**config.mk**
```make
export PLATFORM = sky130hd
export DESIGN_NAME = flatten_scheduler
export DESIGN_NICKNAME = d
export VERILOG_FILES = /design/src/rtl/flatten_scheduler.sv
export SDC_FILE = /design/constraint.sdc
export NUM_CORES = 1
export LEC_CHECK = 0
export ABC_AREA = 0
export CAP_MARGIN = 15
export CORE_MARGIN = 2
export CORE_UTILIZATION = 35
export CTS_CLUSTER_SIZE = 20
export DETAILED_ROUTE_END_ITERATION = 7
export PLACE_DENSITY_LB_ADDON = 0.1
export SKIP_CTS_REPAIR_TIMING = 1
export SLEW_MARGIN = 40
export SYNTH_ARGS = -nofsm -noshare
export SYNTH_HDL_FRONTEND = slang
export SYNTH_SLANG_ARGS = --single-unit
```
**constraint.sdc**
```tcl
create_clock -name clk -period 1.4 [get_ports clk]
set_input_delay 0.14 -clock clk [delete_from_list [all_inputs] [get_ports clk]]
set_output_delay 0.14 -clock clk [all_outputs]
set_load 0.02 [all_outputs]
```
**src/rtl/flatten_scheduler.sv**
```systemverilog
`default_nettype none
// ============================================================================
// Module   : flatten_scheduler
// Brief    : Round-robin scheduler sharing one flattening PE between channel
//            pixel streams. Define FLAT_SCHED_TIMEOUT_EN for a WAIT_DONE timeout.
// Revision : 1.0 - initial release
// ============================================================================
module flatten_scheduler #(
    parameter int BitSize       = 4,
    parameter int ImageSize     = 9,
    parameter int Channels      = 4,
    parameter int Delay         = 3,
    parameter int TimeoutCycles = 64
) (
    input  logic                          clk,
    input  logic                          res,
    input  logic [Channels-1:0]           in_valid,
    input  logic [Channels*BitSize-1:0]   in_data,
    output logic [Channels-1:0]           in_ready,
    output logic                          pe_clear,
    output logic                          pe_valid,
    output logic [BitSize-1:0]            pe_data,
    input  logic                          pe_done,
    output logic                          out_done,
    output logic [$clog2(Channels)-1:0]   out_ch,
    output logic                          busy
`ifdef FLAT_SCHED_TIMEOUT_EN
    ,
    output logic                          timeout_err
`endif
);

    localparam int c_CH_W = $clog2(Channels);
    localparam int c_BT_W = $clog2(ImageSize + 1);
    localparam int c_FL_W = (Delay > 0) ? $clog2(Delay + 1) : 1;

    localparam logic [c_CH_W-1:0] c_LAST_CH    = c_CH_W'(Channels - 1);
    localparam logic [c_BT_W-1:0] c_LAST_BEAT  = c_BT_W'(ImageSize - 1);
    localparam logic [c_FL_W-1:0] c_LAST_FLUSH = c_FL_W'((Delay > 0) ? Delay - 1 : 0);

    if (ImageSize < 1 || Channels < 2 || Delay < 0 || TimeoutCycles < 1) begin : g_param_guard
        $error("flatten_scheduler: illegal parameter combination");
    end

    typedef enum logic [2:0] {
        S_IDLE      = 3'd0,
        S_GRANT     = 3'd1,
        S_STREAM    = 3'd2,
        S_FLUSH     = 3'd3,
        S_WAIT_DONE = 3'd4,
        S_REPORT    = 3'd5
    } state_t;

    state_t              state_q, state_d;
    logic [c_CH_W-1:0]   rr_ptr_q, rr_ptr_d;
    logic [c_CH_W-1:0]   grant_q, grant_d;
    logic [c_BT_W-1:0]   beat_q, beat_d;
    logic [c_FL_W-1:0]   flush_q, flush_d;
    logic                done_seen_q, done_seen_d;
    logic [c_CH_W-1:0]   out_ch_q, out_ch_d;

    logic [c_CH_W-1:0]   w_rr_sel;
    logic [c_CH_W-1:0]   w_next_ptr;
    logic [BitSize-1:0]  w_grant_data;

`ifdef FLAT_SCHED_TIMEOUT_EN
    localparam int c_TO_W = $clog2(TimeoutCycles + 1);
    localparam logic [c_TO_W-1:0] c_LAST_WAIT = c_TO_W'(TimeoutCycles - 1);

    logic [c_TO_W-1:0]   wait_q, wait_d;
    logic                timeout_err_q, timeout_err_d;

    assign timeout_err = timeout_err_q;
`endif

    // First requester at or after rr_ptr; the descending loop lets the
    // smallest offset win.
    always_comb begin : rr_search
        int               idx;
        logic [c_CH_W-1:0] sel;
        idx      = 0;
        sel      = '0;
        w_rr_sel = rr_ptr_q;
        for (int i = Channels - 1; i >= 0; i--) begin
            idx = int'(rr_ptr_q) + i;
            if (idx >= Channels) begin
                idx = idx - Channels;
            end
            sel = c_CH_W'(idx);
            if (in_valid[sel]) begin
                w_rr_sel = sel;
            end
        end
    end

    always_comb begin
        w_grant_data = '0;
        for (int c = 0; c < Channels; c++) begin
            if (grant_q == c_CH_W'(c)) begin
                w_grant_data = in_data[c*BitSize +: BitSize];
            end
        end
    end

    assign w_next_ptr = (grant_q == c_LAST_CH) ? '0 : grant_q + 1'b1;

    always_comb begin
        state_d     = state_q;
        rr_ptr_d    = rr_ptr_q;
        grant_d     = grant_q;
        beat_d      = beat_q;
        flush_d     = flush_q;
        done_seen_d = done_seen_q;
        out_ch_d    = out_ch_q;
        in_ready    = '0;
        pe_clear    = 1'b0;
        pe_valid    = 1'b0;
        pe_data     = '0;
        out_done    = 1'b0;
`ifdef FLAT_SCHED_TIMEOUT_EN
        wait_d        = wait_q;
        timeout_err_d = 1'b0;
`endif
        case (state_q)
            S_IDLE: begin
                if (|in_valid) begin
                    grant_d = w_rr_sel;
                    state_d = S_GRANT;
                end
            end
            S_GRANT: begin
                pe_clear    = 1'b1;
                beat_d      = '0;
                flush_d     = '0;
                done_seen_d = 1'b0;
`ifdef FLAT_SCHED_TIMEOUT_EN
                wait_d      = '0;
`endif
                state_d     = S_STREAM;
            end
            S_STREAM: begin
                in_ready[grant_q] = 1'b1;
                pe_valid          = in_valid[grant_q];
                pe_data           = w_grant_data;
                if (pe_done) begin
                    done_seen_d = 1'b1;
                end
                if (in_valid[grant_q]) begin
                    beat_d = beat_q + 1'b1;
                    if (beat_q == c_LAST_BEAT) begin
                        state_d = (Delay > 0) ? S_FLUSH : S_WAIT_DONE;
                    end
                end
            end
            S_FLUSH: begin
                pe_valid = 1'b1;
                if (pe_done) begin
                    done_seen_d = 1'b1;
                end
                if (flush_q == c_LAST_FLUSH) begin
                    state_d = S_WAIT_DONE;
                end else begin
                    flush_d = flush_q + 1'b1;
                end
            end
            S_WAIT_DONE: begin
                // A done that arrived while streaming or flushing counts here.
                if (pe_done || done_seen_q) begin
                    out_ch_d = grant_q;
                    state_d  = S_REPORT;
                end
`ifdef FLAT_SCHED_TIMEOUT_EN
                else if (wait_q == c_LAST_WAIT) begin
                    rr_ptr_d      = w_next_ptr;
                    timeout_err_d = 1'b1;
                    state_d       = S_IDLE;
                end else begin
                    wait_d = wait_q + 1'b1;
                end
`endif
            end
            S_REPORT: begin
                out_done = 1'b1;
                rr_ptr_d = w_next_ptr;
                state_d  = S_IDLE;
            end
            default: begin
                state_d = S_IDLE;
            end
        endcase
    end

    assign out_ch = out_ch_q;
    assign busy   = (state_q != S_IDLE);

    always_ff @(posedge clk) begin
        if (res) begin
            state_q     <= S_IDLE;
            rr_ptr_q    <= '0;
            grant_q     <= '0;
            beat_q      <= '0;
            flush_q     <= '0;
            done_seen_q <= 1'b0;
            out_ch_q    <= '0;
        end else begin
            state_q     <= state_d;
            rr_ptr_q    <= rr_ptr_d;
            grant_q     <= grant_d;
            beat_q      <= beat_d;
            flush_q     <= flush_d;
            done_seen_q <= done_seen_d;
            out_ch_q    <= out_ch_d;
        end
    end

`ifdef FLAT_SCHED_TIMEOUT_EN
    always_ff @(posedge clk) begin
        if (res) begin
            wait_q        <= '0;
            timeout_err_q <= 1'b0;
        end else begin
            wait_q        <= wait_d;
            timeout_err_q <= timeout_err_d;
        end
    end
`endif

endmodule
`default_nettype wire

```
* Word-level counts from Yosys, hierarchy flattened *
Cells that the tools add are included.

word-level totals
  flip-flop bits (word level) = 16
  bits of input ports = 23
  logic and storage cells = 102
  output and inout port bits = 14

cells by class
  equality and inequality tests = 17
  reductions and logical operators = 16
  multiplexer cells = 42
  $lt $le $gt $ge = 10
  add/sub/neg operators = 10

operators by type and width
  cell                 count
  $mux 4               7
  $mux 2               10
  $lt 2x3->1 const B   5
  $mux 3               5
  $pmux 3 s5           1
  $ne 2x2->1 const B   6
  $bmux 1 s2           5
  $reduce_and 2->1     5
  $ge 3x3->1 const B   3
  $mux 1               9
  $pmux 4 s2           1
  $sub 2x1->2 const B  4
  $add 2x2->3 const B  2
  $eq 2x2->1 const B   3
  $eq 3x2->1 const B   2
  $eq 3x3->1 const B   2
  $reduce_bool 2->1    3
  $reduce_and 5->1     1
  $add 2x1->2 const B  2
  $add 4x1->4 const B  1
  $eq 4x4->1 const B   1
  $pmux 1 s2           2
  $pmux 2 s2           1
  $reduce_or 4->1      1
  13 further kinds     13

* Longest topological paths before layout *
Gate-level depths: netlist of run 1.

  depth in word-level cells = 9
  mapped depth = 6
  gate-level depth less buffers = 6

* Worst setup path after synthesis of run 1 *
OpenSTA, ideal clock, no wires.

  kind = register to output
  start = reg grant_q[1]
  end = out pe_data[0]
  arrival time = 1579 ps
  buffers on the path = 0
  setup slack = -319 ps
  data required time = 1260 ps
  stages on the path, launching flop included = 7
  cells stage by stage = dfxtp_1 > inv_1 > ha_1 > nor2b_1 > a221o_1 > o21ai_0 > o21ai_0

between the ends
  cells in the longest elaborated chain, start to end = 6
  elaborated cells on any way between the ends = 9
  those cells by class = eq/ne (3); mux (5); reduce/logical (1)

ends and longest elaborated chain
  element                 line  text
  from (decl)             56    logic [c_CH_W-1:0] grant_q, grant_d;
  from (signal assigned)  208   grant_q <= grant_d;
  $logic_not 2->1         99    if (grant_q == c_CH_W'(c)) begin
  $mux 4 (3 in a row)     99
  $mux 4 *                99
  $mux 4 *                124   case (state_q)
  to (decl)               22    output logic [BitSize-1:0] pe_data,

Every way passes the cells marked *; elsewhere a longest branch is shown, timed or not.

* Worst setup path after layout of run 1 *
  start = reg grant_q[1]
  end = out pe_valid

between the ends
  cells in the longest elaborated chain, start to end = 3

ends and longest elaborated chain
  element                       line  text
  $bmux 1 s2                    143   pe_valid = in_valid[grant_q];
  $mux 1 (not written as such)  143
  $pmux 1 s2                    124
  to (decl)                     21    output logic pe_valid,

Every way passes these cells. The select of a mux whose other input is x is not followed.

==> results.txt, run 1 <==
status = complete, but fails checks
failing checks = setup timing
top_reg_cell synth = dfxtp_1
RSZ-0062 raised after global routing = yes
share of layout cells above drive strength 1 = 41.0%
global-route wire length before repair = 4490 µm
Post-DRT Antenna Nets = 0
H-tree Lvls = 1
post-synth top area share = 29.3%
final setup vio count = 16
core footprint = 3000 µm²
post-route setup slack = -0.341 ns
switching power total = 511 µW
number of global-route vias before repair = 1,058
number of synthesized register bits = 16
CTS sink count = 16
gr ovfl total = 0
Comb pwr share = 47.9%
largest family of logic cells by synthesized area = simple AND/OR/NAND/NOR gates
leakage = 0.836 nW
Layout area overhead = 76.1%
latest clock arrival within the worst-skew pair = 0.29 ns
Area after DPL = 1660 µm²
Simple-Gate Fraction of Synth Area = 34.4%
Initial Utilization = 36.4%
R2R depth = 6
worst-margin pin slew = 0.312 ns
routed via count = 1,219
final non-filler cell total = 238
Final #Nets = 236
Placer Congestion = 0.796
Worst-path clk slew = 0.09 ns
dpl hpwl = 2270 µm
Max Cap Violations = 0
area leader, netlist = dfxtp_1
Cells after DPL = 226
top-count cell post-synth = nor2_1
WP data arrival = 1.60 ns
Final Cycle Share = 124%
worst-case clock skew = 0.00471 ns
syn avg cell area = 7.81 µm²
initial antenna violation count = 0
Final Max Tran Viols = 0
crit path kind = reg2out
Post-synth EDFFs = 0
Worst Hold Class = reg2reg
maximum vdd drop = 0.000656 V
CP Launch Point = grant_q[1]
Relative slew margins = 79.0%
Worst Path Required = 1.26 ns
CP Capture Type = primary output
CP max FO = 3
Hold Vio Cnt, Final = 0
TNS Setup = -2.84 ns
# IOs = 37
Synth Instances = 140
P per Cell Area = 810 nW/µm²
clock power share = 19.9%
Syn Std Cell Area = 1090 µm²
worst setup path endpoint = pe_valid
CTS tree = yes
# DRC = 0
Iter 0 DRT Violations = 61
worst reg2reg path startpoint = grant_q[1]
Flop pwr share = 32.2%
diodes inserted = 0
Synth Area in Adders = 8.01%
max frequency = 574 MHz
root buf cell = clkbuf_4
most area-consuming cells after synthesis = dfxtp_1, ha_1, nor2_1
syn nets = 170
asr flop ratio synth = 0%
routed len/inst = 12.8 µm
total wire length = 3040 µm
Final Cell Area = 1930 µm²
Initial DRT Pass Iterations = 4
Post-synth top cells = nor2_1, dfxtp_1, o21ai_0
Synth Warn # = 0
final worst path period need = 1.74 ns
die span in x = 59.9 µm
Chip Height = 59.9 µm
gr usage total = 16.5%
pin count of the biggest net entering global routing = 11
Site Rows = 20
# port buffers = 36
Synth cell types = 35
internal power = 1.05 mW
sw frac = 32.7%
Power, Total = 1.56 mW
Num CTS Buffers = 3
Clock Path Buffers = 2
die area = 3590 µm²
register area share after synthesis = 29.3%
Startpoint Class = flop
FF-to-FF End = state_q[0]
Fillers = 264
routed vias/inst = 5.12
Synth Area in Compound Gates = 15.9%
Synth Area in XOR/XNOR = 2.40%
worst reg2reg setup slack = -0.24 ns
post-synthesis mux area share = 4.81%
==> power by group through the flow <==
stage,registers (mW),clock network (mW),logic [mW]
after detailed placement,0.504,0,0.588
after floorplan,0.507,0,0.312
after global placement,0.504,0,0.576
final,0.502,0.311,0.747
after global routing,0.505,0.342,0.810
after CTS,0.494,0.321,0.590
==> cell families after synthesis <==
kind of cell | count (synthesis)
AO/OA/AOI/OAI | 29
buffers and inverters | 13
flip-flops | 16
XOR/XNOR | 3
AND/OR/NAND/NOR | 68
multiplexers | 4
adder cells (fa/ha/maj) | 7
==> cells in the final DEF, fill, tap and decap left out, drive strengths merged, types with 2 or more instances in the layout <==
master         instances
o21ai                 12
nand3b                 3
dlymetal6s2s           2
nor2                  18
nor4                   4
a221o                  3
xor2                   2
inv                    8
mux2i                  3
nand2b                 6
and2                   5
dfxtp                 16
clkdlybuf4s50         22
and3                   3
or2                    2
nor2b                  4
ha                     7
buf                   41
nand2                  5
a211oi                 2
nor3                   6
clkbuf                 5
nand3                  8
a21oi                  9
==> critical path: stages, from the launching register on <==
cell and delay, ns:
dfxtp_2 0.35, buf_6 0.10, mux4_2 0.52, o21a_1 0.21, buf_6 0.13
==> worst min path at each step <==
stage / startpoint / endpoint / slack [ns] / cells after the start
after floorplan: res / grant_q[1] / 0.21 / 1
after global placement: done_seen_q / done_seen_q / 0.46 / 2
after detailed placement: done_seen_q / done_seen_q / 0.47 / 2
after CTS: done_seen_q / done_seen_q / 0.48 / 2
after global routing: done_seen_q / done_seen_q / 0.52 / 2
final: done_seen_q / done_seen_q / 0.48 / 2
==> flip-flops by register name, indices dropped and copies added, names as in the netlist <==
name,flops
beat_q,4
done_seen_q,1
flush_q,2
grant_q,2
out_ch,2
rr_ptr_q,2
state_q,3
==> stage by stage <==
step / setup WS [ns] / utilization, % / hold slack, ns
after floorplan: 0.00368 / - / 0.205
after global placement: -0.527 / 55.3 / 0.461
after detailed placement: -0.545 / 55.3 / 0.468
after CTS: -0.874 / 56.5 / 0.484
after global routing: -0.430 / 64.1 / 0.516
final: -0.341 / 64.1 / 0.482
==> cell type report <==
cell class	count	area, µm²	share of cell area [%]
Timing Repair Buffer	66	629	32.7
Clock buffer	4	36.3	1.88
Sequential cell	16	332	17.2
Multi-Input combinational cell	111	855	44.4
Tap cell	33	41.3	2.14
Inverter	8	32.5	1.69
==> routing by layer <==
| metal | track usage (%) | share of wire [%] | vias to the layer above |
|---|---|---|---|
| met3 | 5.41 | 6.9 | 2 |
| met5 | 0 | 0 | - |
| met1 | 20.0 | 45 | 563 |
| li1 | - | - | 623 |
| met2 | 28.3 | 48 | 31 |
| met4 | 3.81 | 0.33 | 0 |
No activity file was read; power rests on OpenSTA's default activity.
==> run 2: changes to the inputs <==
CORE_UTILIZATION = 40   (was 35)
==> run 2 against run 1 <==
First-iteration DRC count shrank 66%; register-to-register slack is essentially flat; the flow still finishes with violations (setup timing); non-clock buffer count shrank 1; largest cell class unchanged; critical path type unchanged; clock power shrank 17%.
==> results.txt, run 2 (synthesis gave the netlist of run 1 again) <==
status = complete, but fails checks (unchanged)
failing checks = setup timing (unchanged)
RSZ-0062 raised after global routing = yes (unchanged)
maximum vdd drop = 0.000752 V (was 0.000656 V)
leading cell type in the layout, fill and taps excluded = buf_4
Chip Height = 56.3 µm (was 59.9 µm)
Top delay family on crit path = multiplexers (unchanged)
routed wl met3 = 180 µm (was 210 µm)
latest clock arrival within the worst-skew pair = 0.29 ns (about the same)
leakage = 0.817 nW (was 0.836 nW)
Critical Path, Cell by Cell = buf_6 > mux4_2 > o21a_1 > buf_6 (unchanged)
crit path kind = reg2out (unchanged)
WL met2 = 1510 µm (was 1460 µm)
WP data arrival = 1.62 ns (was 1.60 ns)
biggest regs = beat_q x4, state_q x3 (unchanged)
core footprint = 2540 µm² (was 3000 µm²)
max reg flops = 4 (unchanged)
Site Rows = 18 (was 20)
Num CTS Buffers = 3 (unchanged)
CTS tree = yes (unchanged)
final worst path period need = 1.76 ns (was 1.74 ns)
initial antenna violation count = 0 (unchanged)
Worst Path Required = 1.26 ns (about the same)
diodes inserted = 0 (unchanged)
critical path's most frequent cell = buf_6 (unchanged)
most frequent cells in the layout = buf_4, clkdlybuf4s50_1, nor2_1, buf_6, dfxtp_1 (was clkdlybuf4s50_1, buf_4, buf_6)
routed len/inst = 12.9 µm (was 12.8 µm)
Post-DRT Antenna Nets = 0 (unchanged)
final setup vio count = 15 (was 16)
Initial DRT Pass Iterations = 4 (unchanged)
Final Cycle Share = 125% (was 124%)
Worst-path clk slew = 0.09 ns (about the same)
Final Max Tran Viols = 0 (unchanged)
global-route wire length before repair = 4690 µm (was 4490 µm)
Cells after DPL = 222 (was 226)
Worst path max stage delay = 0.53 ns (was 0.52 ns)
root buf cell = clkbuf_4 (unchanged)
routed vias/inst = 5.29 (was 5.12)
die area = 3170 µm² (was 3590 µm²)
post-route setup slack = -0.355 ns (was -0.341 ns)
P per Cell Area = 822 nW/µm² (was 810 nW/µm²)
# DRC = 0 (unchanged)
gr ovfl total = 0 (unchanged)
Worst Hold Class = reg2reg (unchanged)
total wire length = 3030 µm (was 3040 µm)
Relative slew margins = 80.0% (was 79.0%)
Fillers = 191 (was 264)
worst-case clock skew = 0.00171 ns (was 0.00471 ns)
# port buffers = 36 (unchanged)
number of global-route vias before repair = 1,123 (was 1,058)
dpl hpwl = 2210 µm (was 2270 µm)
Bufs and invs on worst path = 2 (unchanged)
max frequency = 570 MHz (was 574 MHz)
CTS sink count = 16 (unchanged)
met1 wire length = 1310 µm (was 1360 µm)
CP max-delay cell = mux4_2 (unchanged)
Iter 0 DRT Violations = 21 (was 61)
CP Capture Type = primary output (unchanged)
Fin Hold WS = 0.490 ns (was 0.482 ns)
gr usage total = 18.1% (was 16.5%)
die span in x = 56.3 µm (was 59.9 µm)
Initial Utilization = 43.0% (was 36.4%)
Final #Nets = 235 (was 236)
Clock Path Buffers = 2 (unchanged)
Placer Congestion = 0.866 (was 0.796)
routed via count = 1,239 (was 1,219)
final non-filler cell total = 234 (was 238)
Max Cap Violations = 0 (unchanged)
H-tree Lvls = 1 (unchanged)
Hold Vio Cnt, Final = 0 (unchanged)
# IOs = 37 (unchanged)
Layout area overhead = 70.5% (was 76.1%)
top sig layer = met4 (unchanged)
share of layout cells above drive strength 1 = 37.7% (was 41.0%)
CP max FO = 4 (was 3)
pin count of the biggest net entering global routing = 15 (was 11)
worst-margin pin slew = 0.298 ns (was 0.312 ns)
most flop-heavy register = beat_q (unchanged)
Startpoint Class = flop (unchanged)
run 2: changes by cell type in the layout (fill, tap and decap cells not counted), moves of 2 or more:
cell / before / now
a21oi_1: 6 / 8
a21oi_2: 3 / 1
and2_1: 1 / 4
and2_4: 4 / 1
buf_6: 19 / 16
run 2: final timing paths:
| path | endpoint | cells after the start | slack, ns | from |
|---|---|---|---|---|
| max reg2reg | state_q[0] | 6 | -0.25 | grant_q[1] |
| max | pe_valid | 4 | -0.36 | grant_q[1] |
| min reg2reg | done_seen_q | 2 | 0.49 | done_seen_q |
| min | done_seen_q | 2 | 0.49 | done_seen_q |
run 2: power by group:
group	leakage (nW)	internal, mW	switching [mW]	total, mW
clock network	0.0150	0.111	0.147	0.258
registers	0.132	0.482	0.0226	0.504
logic	0.670	0.429	0.341	0.769
total	0.817	1.02	0.510	1.53
run 2: cell type report:
class,count,area (µm²),share of cell area (%)
Sequential cell,16,329,17.7
Tap cell,30,37.5,2.01
Inverter,8,32.5,1.74
Clock buffer,4,26.3,1.41
Multi-Input combinational cell,111,831,44.6
Timing Repair Buffer,65,608,32.6
run 2: stage by stage:
| stage | power [mW] | area (µm²) | util [%] | setup WS [ns] | setup TNS, ns |
|---|---|---|---|---|---|
| after floorplan | 0.818 | 1120 | - | 0.00368 | 0 |
| after CTS | 1.35 | 1680 | 65.9 | -0.862 | -8.59 |
| after detailed placement | 1.09 | 1650 | 64.8 | -0.605 | -5.72 |
| after global routing | 1.62 | 1860 | 73.3 | -0.420 | -3.94 |
| final | 1.53 | 1860 | 73.3 | -0.355 | -2.84 |
| after global placement | 1.08 | 1650 | 64.8 | -0.570 | -5.34 |
run 2: routing by layer:
layer  vias to the layer above  track usage [%]
met5                         -                0
met4                         0             2.38
met3                         5             5.99
met2                        37             32.3
met1                       570             21.5
li1                        627                -
run 2: worst register-to-register path, delay by kind of cell, from the launching register on:
kind | cells | cell delay (ns)
AOI/OAI and AO/OA | 1 | 0.07
DFF | 1 | 0.35
and+or+nand+nor | 2 | 0.32
buffers and inverters | 2 | 0.29
muxes | 1 | 0.53
==> run 3: changes to the inputs <==
CTS_CLUSTER_DIAMETER = 40   (was not set)
==> results of run 3 <==
Final layout, timing and power as in run 2 (identical DEF).
